**config.mk**
```make
export PLATFORM = sky130hd
export DESIGN_NAME = axi_lite_dma_csr
export DESIGN_NICKNAME = d
export VERILOG_FILES = /design/src/rtl/axi_lite_dma_csr.sv
export SDC_FILE = /design/constraint.sdc
export NUM_CORES = 1
export LEC_CHECK = 0
export ABC_AREA = 1
export CAP_MARGIN = 10
export CORE_MARGIN = 1.5
export CORE_UTILIZATION = 40
export CTS_BUF_LIST = sky130_fd_sc_hd__clkbuf_4 sky130_fd_sc_hd__clkbuf_8 sky130_fd_sc_hd__clkbuf_16
export DETAILED_ROUTE_END_ITERATION = 10
export PLACE_DENSITY = 0.65
export SLEW_MARGIN = 20
export SYNTH_ARGS = -nofsm -noshare
export SYNTH_HDL_FRONTEND = slang
export SYNTH_SLANG_ARGS = --single-unit
```
**constraint.sdc**
```tcl
create_clock -name ACLK -period 30.1 [get_ports ACLK]
set_input_delay 7.525 -clock ACLK [delete_from_list [all_inputs] [get_ports ACLK]]
set_output_delay 7.525 -clock ACLK [all_outputs]
set_load 0.02 [all_outputs]
```
**src/rtl/axi_lite_dma_csr.sv**
```systemverilog
// rtl/axi_lite_dma_csr.sv - AXI4-Lite CSR bank for a multi-channel DMA; byte strobes enabled by AXI_LITE_CSR_WSTRB_EN
module axi_lite_dma_csr #(
    parameter int REG_WIDTH  = 32,
    parameter int ADDR_WIDTH = 12,
    parameter int NUM_CH     = 4
) (
    input  logic                          ACLK,
    input  logic                          ARESET,
    input  logic [ADDR_WIDTH-1:0]         AWADDR,
    input  logic                          AWVALID,
    output logic                          AWREADY,
    input  logic [REG_WIDTH-1:0]          WDATA,
    input  logic [REG_WIDTH/8-1:0]        WSTRB,
    input  logic                          WVALID,
    output logic                          WREADY,
    output logic [1:0]                    BRESP,
    output logic                          BVALID,
    input  logic                          BREADY,
    input  logic [ADDR_WIDTH-1:0]         ARADDR,
    input  logic                          ARVALID,
    output logic                          ARREADY,
    output logic [REG_WIDTH-1:0]          RDATA,
    output logic [1:0]                    RRESP,
    output logic                          RVALID,
    input  logic                          RREADY,
    output logic [NUM_CH-1:0]             ch_start,
    output logic [NUM_CH-1:0]             ch_irq_en,
    output logic [NUM_CH*REG_WIDTH-1:0]   ch_src,
    output logic [NUM_CH*REG_WIDTH-1:0]   ch_dst,
    output logic [NUM_CH*REG_WIDTH-1:0]   ch_len,
    input  logic [NUM_CH-1:0]             ch_busy,
    input  logic [NUM_CH-1:0]             ch_done,
    output logic                          irq
);
    localparam int STRB_W = REG_WIDTH / 8;
    localparam int CHW    = ADDR_WIDTH - 5;
    localparam logic [ADDR_WIDTH-1:0] IRQ_ADDR = ADDR_WIDTH'(NUM_CH * 32);
    localparam logic [1:0] RESP_OKAY   = 2'b00;
    localparam logic [1:0] RESP_SLVERR = 2'b10;
    localparam logic [1:0] RESP_DECERR = 2'b11;

    typedef enum logic { W_IDLE, W_RESP } wstate_t;
    typedef enum logic { R_IDLE, R_DATA } rstate_t;

    // reg_sel is the word index inside a channel window: 0 CTRL .. 4 STATUS
    typedef struct packed {
        logic           hit_ch;
        logic           hit_irq;
        logic [CHW-1:0] ch;
        logic [2:0]     reg_sel;
    } dec_t;

    function automatic dec_t decode(input logic [ADDR_WIDTH-1:0] addr);
        dec_t d;
        d         = '0;
        d.ch      = addr[ADDR_WIDTH-1:5];
        d.reg_sel = addr[4:2];
        if (addr[1:0] == 2'b00) begin
            if (addr == IRQ_ADDR)
                d.hit_irq = 1'b1;
            else if ((d.ch < CHW'(NUM_CH)) && (addr[4:2] <= 3'd4))
                d.hit_ch = 1'b1;
        end
        return d;
    endfunction

    function automatic logic [REG_WIDTH-1:0] merge(input logic [REG_WIDTH-1:0] old_v,
                                                   input logic [REG_WIDTH-1:0] new_v,
                                                   input logic [STRB_W-1:0]    strb);
        logic [REG_WIDTH-1:0] m;
        m = old_v;
        for (int b = 0; b < STRB_W; b++)
            if (strb[b]) m[b*8 +: 8] = new_v[b*8 +: 8];
        return m;
    endfunction

    wstate_t                r_wstate, w_wstate_nxt;
    rstate_t                r_rstate, w_rstate_nxt;
    logic                   r_init;
    logic                   r_aw_held, r_w_held;
    logic [ADDR_WIDTH-1:0]  r_awaddr;
    logic [REG_WIDTH-1:0]   r_wdata;
    logic [STRB_W-1:0]      r_wstrb;
    logic [1:0]             r_bresp, r_rresp;
    logic [REG_WIDTH-1:0]   r_rdata;
    logic [REG_WIDTH-1:0]   r_src [NUM_CH];
    logic [REG_WIDTH-1:0]   r_dst [NUM_CH];
    logic [REG_WIDTH-1:0]   r_len [NUM_CH];
    logic [NUM_CH-1:0]      r_irq_en, r_done, r_start;
    logic                   r_irq;

    logic                   w_aw_hs, w_w_hs, w_ar_hs;
    logic                   w_wr_fire, w_wr_ok;
    logic [ADDR_WIDTH-1:0]  w_waddr;
    logic [REG_WIDTH-1:0]   w_wdata;
    logic [STRB_W-1:0]      w_wstrb, w_wstrb_eff;
    dec_t                   w_wdec, w_rdec;
    logic [1:0]             w_bresp_nxt, w_rresp_nxt;
    logic [REG_WIDTH-1:0]   w_rdata_nxt;
    logic [NUM_CH-1:0]      w_w1c;

`ifdef AXI_LITE_CSR_WSTRB_EN
    assign w_wstrb_eff = w_wstrb;
`else
    logic w_unused_strb;
    assign w_unused_strb = ^w_wstrb;
    assign w_wstrb_eff   = '1;
`endif

    // Ready/valid are pure functions of state; r_init holds readies low for the first cycle after reset
    assign AWREADY = r_init & (r_wstate == W_IDLE) & ~r_aw_held;
    assign WREADY  = r_init & (r_wstate == W_IDLE) & ~r_w_held;
    assign BVALID  = (r_wstate == W_RESP);
    assign ARREADY = r_init & (r_rstate == R_IDLE);
    assign RVALID  = (r_rstate == R_DATA);
    assign BRESP   = r_bresp;
    assign RDATA   = r_rdata;
    assign RRESP   = r_rresp;
    assign ch_start  = r_start;
    assign ch_irq_en = r_irq_en;
    assign irq       = r_irq;

    for (genvar g = 0; g < NUM_CH; g++) begin : g_flat
        assign ch_src[g*REG_WIDTH +: REG_WIDTH] = r_src[g];
        assign ch_dst[g*REG_WIDTH +: REG_WIDTH] = r_dst[g];
        assign ch_len[g*REG_WIDTH +: REG_WIDTH] = r_len[g];
    end

    // A write commits in the same cycle its second half arrives, so use live AW/W data when not yet held
    assign w_aw_hs   = AWVALID & AWREADY;
    assign w_w_hs    = WVALID & WREADY;
    assign w_ar_hs   = ARVALID & ARREADY;
    assign w_waddr   = r_aw_held ? r_awaddr : AWADDR;
    assign w_wdata   = r_w_held  ? r_wdata  : WDATA;
    assign w_wstrb   = r_w_held  ? r_wstrb  : WSTRB;
    assign w_wr_fire = (r_wstate == W_IDLE) & (r_aw_held | w_aw_hs) & (r_w_held | w_w_hs);
    assign w_wdec    = decode(w_waddr);
    assign w_rdec    = decode(ARADDR);
    assign w_wr_ok   = w_wr_fire & w_wdec.hit_ch;
    assign w_bresp_nxt = w_wdec.hit_ch ? RESP_OKAY : (w_wdec.hit_irq ? RESP_SLVERR : RESP_DECERR);

    // Write FSM next state: leave idle once both halves are present, return after the B handshake
    always_comb begin
        w_wstate_nxt = r_wstate;
        case (r_wstate)
            W_IDLE:  if (w_wr_fire) w_wstate_nxt = W_RESP;
            W_RESP:  if (BREADY)    w_wstate_nxt = W_IDLE;
            default: w_wstate_nxt = W_IDLE;
        endcase
    end

    // Read FSM next state: one data beat per accepted address
    always_comb begin
        w_rstate_nxt = r_rstate;
        case (r_rstate)
            R_IDLE:  if (w_ar_hs) w_rstate_nxt = R_DATA;
            R_DATA:  if (RREADY)  w_rstate_nxt = R_IDLE;
            default: w_rstate_nxt = R_IDLE;
        endcase
    end

    // Per-channel DONE clear requests from a successful STATUS write with bit1 set
    always_comb begin
        w_w1c = '0;
        for (int c = 0; c < NUM_CH; c++)
            if (w_wr_ok && (w_wdec.ch == CHW'(c)) && (w_wdec.reg_sel == 3'd4))
                w_w1c[c] = w_wdata[1] & w_wstrb_eff[0];
    end

    // Read mux evaluated against current register values, so a same-cycle write is not visible
    always_comb begin
        w_rdata_nxt = '0;
        w_rresp_nxt = RESP_DECERR;
        if (w_rdec.hit_irq) begin
            w_rresp_nxt = RESP_OKAY;
            w_rdata_nxt[NUM_CH-1:0] = r_done & r_irq_en;
        end else if (w_rdec.hit_ch) begin
            w_rresp_nxt = RESP_OKAY;
            for (int c = 0; c < NUM_CH; c++) begin
                if (w_rdec.ch == CHW'(c)) begin
                    case (w_rdec.reg_sel)
                        3'd0: w_rdata_nxt[1] = r_irq_en[c];
                        3'd1: w_rdata_nxt    = r_src[c];
                        3'd2: w_rdata_nxt    = r_dst[c];
                        3'd3: w_rdata_nxt    = r_len[c];
                        3'd4: begin
                            w_rdata_nxt[0] = ch_busy[c];
                            w_rdata_nxt[1] = r_done[c];
                        end
                        default: ;
                    endcase
                end
            end
        end
    end

    // FSM state registers
    always_ff @(posedge ACLK or posedge ARESET) begin
        if (ARESET) begin
            r_wstate <= W_IDLE;
            r_rstate <= R_IDLE;
        end else begin
            r_wstate <= w_wstate_nxt;
            r_rstate <= w_rstate_nxt;
        end
    end

    // Channel capture, register file, sticky DONE and interrupt
    always_ff @(posedge ACLK or posedge ARESET) begin
        if (ARESET) begin
            r_init    <= 1'b0;
            r_aw_held <= 1'b0;
            r_w_held  <= 1'b0;
            r_awaddr  <= '0;
            r_wdata   <= '0;
            r_wstrb   <= '0;
            r_bresp   <= '0;
            r_rresp   <= '0;
            r_rdata   <= '0;
            r_irq_en  <= '0;
            r_done    <= '0;
            r_start   <= '0;
            r_irq     <= 1'b0;
            for (int c = 0; c < NUM_CH; c++) begin
                r_src[c] <= '0;
                r_dst[c] <= '0;
                r_len[c] <= '0;
            end
        end else begin
            r_init  <= 1'b1;
            r_start <= '0;
            if (w_wr_fire) begin
                r_aw_held <= 1'b0;
                r_w_held  <= 1'b0;
                r_bresp   <= w_bresp_nxt;
            end else begin
                if (w_aw_hs) begin
                    r_aw_held <= 1'b1;
                    r_awaddr  <= AWADDR;
                end
                if (w_w_hs) begin
                    r_w_held <= 1'b1;
                    r_wdata  <= WDATA;
                    r_wstrb  <= WSTRB;
                end
            end
            if (w_ar_hs) begin
                r_rdata <= w_rdata_nxt;
                r_rresp <= w_rresp_nxt;
            end
            for (int c = 0; c < NUM_CH; c++) begin
                if (w_wr_ok && (w_wdec.ch == CHW'(c))) begin
                    case (w_wdec.reg_sel)
                        3'd0: if (w_wstrb_eff[0]) begin
                            r_irq_en[c] <= w_wdata[1];
                            r_start[c]  <= w_wdata[0];
                        end
                        3'd1: r_src[c] <= merge(r_src[c], w_wdata, w_wstrb_eff);
                        3'd2: r_dst[c] <= merge(r_dst[c], w_wdata, w_wstrb_eff);
                        3'd3: r_len[c] <= merge(r_len[c], w_wdata, w_wstrb_eff);
                        default: ;
                    endcase
                end
            end
            // a done pulse coinciding with a clear keeps DONE set
            r_done <= ch_done | (r_done & ~w_w1c);
            r_irq  <= |(r_done & r_irq_en);
        end
    end
endmodule

```
---- Yosys cells after proc, flatten, opt, wreduce, memory -nomap -nowiden ----
Cells that the tools add are included.
word-level totals
  bits in registers ....................... 482
  output and inout bits ................... 434
  logic and storage cells ................. 161
operators by class
  order comparisons ....................... 4
  eq/ne operators ......................... 16
  muxes and demuxes ....................... 54
  bitwise logic cells ..................... 21
  reductions and logical operators ........ 37
operator list
  cell                 number
  $pmux 30 s3          4
  $mux 32              8
  $reduce_and 2->1     18
  $eq 7x2->1 const B   4
  $mux 28              1
  $eq 12x8->1 const B  2
  $mux 1               24
  $pmux 1 s5           4
  $pmux 1 s4           4
  $eq 7x1->1 const B   2
  $logic_not 7->1      2
  $lt 7x3->1 const B   2
  $eq 3x2->1 const B   4
  $mux 12              1
  $and 1x1->1          10
  $logic_and 1x1->1    10
  $mux 2               5
  $and 4x4->4          2
  $eq 3x1->1 const B   2
  $eq 3x3->1 const B   2
  $le 3x3->1 const B   2
  $logic_not 3->1      2
  $not 1->1            5
  $logic_not 2->1      2
  7 further kinds      10

---- Longest topological paths before layout ----
  depth in word-level cells ............... 15
  depth in mapped cells ................... 14

---- Worst setup path after synthesis ----
No wires, ideal clock.
  kind .................................... input -> register
  start ................................... in ARADDR[3]
  end ..................................... reg r_rdata[15] (netlist: RDATA[15])
  data arrival time ....................... 9027 ps
  data required time ...................... 30034 ps
  path slack .............................. 21007 ps
  stages .................................. 9
  buffers on the path ..................... 3
  cell sequence ........................... clkbuf_1 nand3_1 inv_2 buf_2 buf_1 nand2_1 a32oi_1 o211ai_1 nand2_1
on the way
  longest elaborated chain between the ends .. 13
RTL lines
  what                                      line  RTL
  start, declared                           19    input logic [ADDR_WIDTH-1:0] ARADDR,
  $eq 3x2->1 or $eq 3x1->1 (tied branches)  181   case (w_rdec.reg_sel)
  $pmux 30 s3                               181
  $mux 32                                   180   if (w_rdec.ch == CHW'(c)) begin
  $mux 32                                   177   end else if (w_rdec.hit_ch) begin
  $mux 32                                   174   if (w_rdec.hit_irq) begin
  $pmux 30 s3                               181
  $mux 32                                   180
  $pmux 30 s3                               181
  $mux 32                                   180
  $pmux 30 s3                               181
  $mux 32                                   180
  $mux 32                                   177
  $mux 28 *                                 174
  end signal, assigned                      248   r_rdata <= w_rdata_nxt;
  end, declared                             85    logic [REG_WIDTH-1:0] r_rdata;
Every way passes the cells marked *; elsewhere a longest branch is shown, timed or not. The select of a mux whose other input is x is not followed.
A chain may end at the register's enable or synchronous reset.

---- Worst setup path after layout ----
  start ................................... in ARADDR[2]
  end ..................................... reg r_rdata[26] (netlist: RDATA[26])
Same word-level chain as after synthesis.

==> flow_summary.yaml <==
die:
  initial_core_util_pct: 40.7
  die_area_um2: 55200
  coreArea_um2: 52900
  ios: 509
  die_width_um: 235
  rows: 84
  die_y_um: 235
yosys:
  yosysTopAreaCellShare_pct: 55.9
  synth_edf_count: 0
  synthArstFlopShare_pct: 100
  synth-seq-cells: 481
  yosysTopAreaCell: "dfrtp_1"
  synth_fp_nets: 2604
  synth_most_common_cell: "nand2_1"
  synth.top_cells.by_count: "863 x nand2_1, 481 x dfrtp_1, 399 x o21ai_0"
  synthCells: 2529
  yosys-top-cells-area: "dfrtp_1 56%, nand2_1 15%, o21ai_0 9.3%"
  synth_ff_type: "dfrtp_1"
  syn-cell-area_um2: 21500
  ys.warnings.count: 0
  synth.distinct_cells: 49
  ys_seq_area_share_pct: 55.9
  syn_avg_cell_area_um2: 8.51
pwr:
  peakVddDrop_mv: 0.0476
  seq_power_share_pct: 42.5
  p_sw_uw: 530
  combPwrFrac_pct: 18.3
  leakagePower_nw: 12.6
  power_mw: 1.67
  intPower_mw: 1.14
  swShare_pct: 31.8
  pwr-share-clk_pct: 39.2
  power_density_nw_per_um2: 58.2
sta:
  max_slew.worst_pin.slew_ns: 0.999
  setup_violations: 0
  hold_viol: 0
  whs_ns: 0.479
  slew_violations: 0
  final.min_clock_period_ns: 10.51
  setup_tns_ns: 0
  skew_ns: 0.0252
  rsz0062_at_grt: "false"
  fmax_mhz: 95.1
  fin_crit_sh_pct: 34.9
  setup_ws_ns: 19.59
  relSlewSlack_pct: 33.4
setup_path:
  r2r_end: "ch_dst[106]"
  end_kind: "flip-flop"
  r2r_slack_ns: 26.22
  crit_path_start_kind: "input pin"
  crit_type: "input pin to flip-flop"
  cp.required_ns: 30.63
  r2r_cells: 9
  critPathMaxFanout: 66
  rr_startpoint: "r_aw_held"
  worstPathArrival_ns: 11.05
run:
  drv_cap: 0
placed_design:
  pre_cts_ws_ns: 19.05
  dpl-instance-area_um2: 26900
  portBuffers: 504
  gp_congestion: 0.898
  dp_hpwl_mm: 58.7
drt:
  vias_per_cell: 5.54
  vias: 20300
  drt-total-wl_mm: 86.8
  dr.pass1.iters: 5
  drtAntennaViolNets: 0
  drtIter0Drc: 2379
  drc: 0
  wl_per_cell_um: 23.7
hold_path:
  min_from: "RDATA[18]"
  holdPathStages: 2
  worst_hold_path.endpoint: "RDATA[18]"
  hold_path_class: "flip-flop to flip-flop"
layout:
  num-nets-final: 3019
  multi_input_area_um2: 8160
  regArea_um2: 12000
  areaGrowthSynthToFinish_pct: 33.1
  drive_gt1_share_pct: 6.48
  nFillCells: 4775
  postLayoutCellArea_um2: 28600
cts:
  clkTransAtPathRegs_ns: 0.06
  postCtsHoldBufs: 0
  postCtsSetupRepairBufs: 0
  cts.sinks: 481
  cts_tree: "done"
  cts_resized: 0
  ctsRootBufferMaster: "clkbuf_16"
  htree_levels: 2
  cts_buffers: 52
  worst_skew_pair.late_latency_ns: 0.60
  clockBufferDepth: 3
grt:
  grt_max_degree: 167
  grt_pass1_vias: 18900
  grt_first_pass_wirelength_mm: 128
  overflow: 0
  track_usage_pct: 31.0
  antenna_found_initial: 1
status:
  status: "finished, final reports clean"
flip-flops by register name (all words and copies together), names as in the netlist, 2 cells and up:
register,count
r_awaddr,12
BRESP,2
r_done,4
RDATA,32
ch_len,128
ch_irq_en,4
ch_dst,128
r_wdata,32
ch_start,4
ch_src,128
placed cells by master (no fill, tap or decap), drive strengths merged:
cell type	count
diode	1
a32oi	6
nand3b	2
nor3	10
clkinvlp	3
buf	29
a31oi	6
a21boi	1
nand4	27
o31ai	2
a21oi	61
a221oi	2
or2	7
a31o	2
clkbuf	74
and2	1
dfrtp	481
o2111ai	2
a22o	14
nand2	863
nand3	39
a41oi	4
clkdlybuf4s50	502
conb	1
bufinv	3
o22ai	8
o21bai	3
a22oi	45
mux2	4
a211oi	1
o211ai	17
nor2	64
clkinv	12
a2bb2oi	1
o21ai	529
inv	154
per-layer routing:
layer / up-vias / GRT usage (%) / routed length [µm]
met3: 176 / 7.58 / 8510
met1: 9916 / 43.4 / 36400
met4: 2 / 12.7 / 3710
li1: 9163 / - / -
met5: - / 0 / 11
met2: 1072 / 46.0 / 38200
per-stage QoR:
| step | cells | utilization (%) |
|---|---|---|
| floorplan | 2529 | - |
| global placement | 3577 | 50.9 |
| detailed placement | 3577 | 50.9 |
| CTS | 3667 | 54.1 |
| global route | 3668 | 54.1 |
| finish | 3669 | 54.2 |
power by group through the flow:
| stage | registers (mW) | clock network (mW) | logic (mW) |
|---|---|---|---|
| 6_report | 0.708 | 0.652 | 0.305 |
| 5_1_grt | 0.711 | 0.685 | 0.334 |
| 4_1_cts | 0.707 | 0.659 | 0.302 |
| 3_5_place_dp | 0.719 | 0 | 0.301 |
| 3_3_place_gp | 0.717 | 0 | 0.295 |
| 2_1_floorplan | 0.723 | 0 | 0.175 |
cell type report:
| class | instances | share of cell area (%) |
|---|---|---|
| clock inverter | 16 | 0.594 |
| antenna | 1 | 0.00874 |
| sequential | 481 | 42.0 |
| timing repair buffer | 531 | 18.4 |
| clock buffer | 74 | 5.40 |
| multi-input combinational | 1722 | 28.5 |
| inverter | 156 | 2.09 |
| tap | 688 | 3.01 |
critical path, cell delays in order:
cell and delay, ns:
clkdlybuf4s50_1 0.64, nand3_1 0.11, buf_4 0.26, inv_4 0.70
buf_4 0.68, a22oi_1 0.20, nand2_1 0.11, o21ai_0 0.32
nand2_1 0.17, o211ai_1 0.09, nand2_1 0.10
kinds of logic after synthesis:
kind of cell           count (synthesis)  share of synthesized area, %
AO/OA/AOI/OAI                        704                          18.3
buffers and inverters                326                          6.31
flip-flops                           481                          55.9
multiplexers                           4                         0.209
other                                  1                        0.0174
AND/OR/NAND/NOR                     1013                          19.2
how the worst max path moves through the flow:
stage                            to  startpoint
after global placement    RDATA[14]   ARADDR[6]
after CTS                 RDATA[21]   ARADDR[6]
final                     RDATA[26]   ARADDR[2]
after global routing      RDATA[26]   ARADDR[4]
after floorplan            BRESP[0]      ARESET
after detailed placement  RDATA[21]   ARADDR[6]
(Power assumes the default switching activity.)
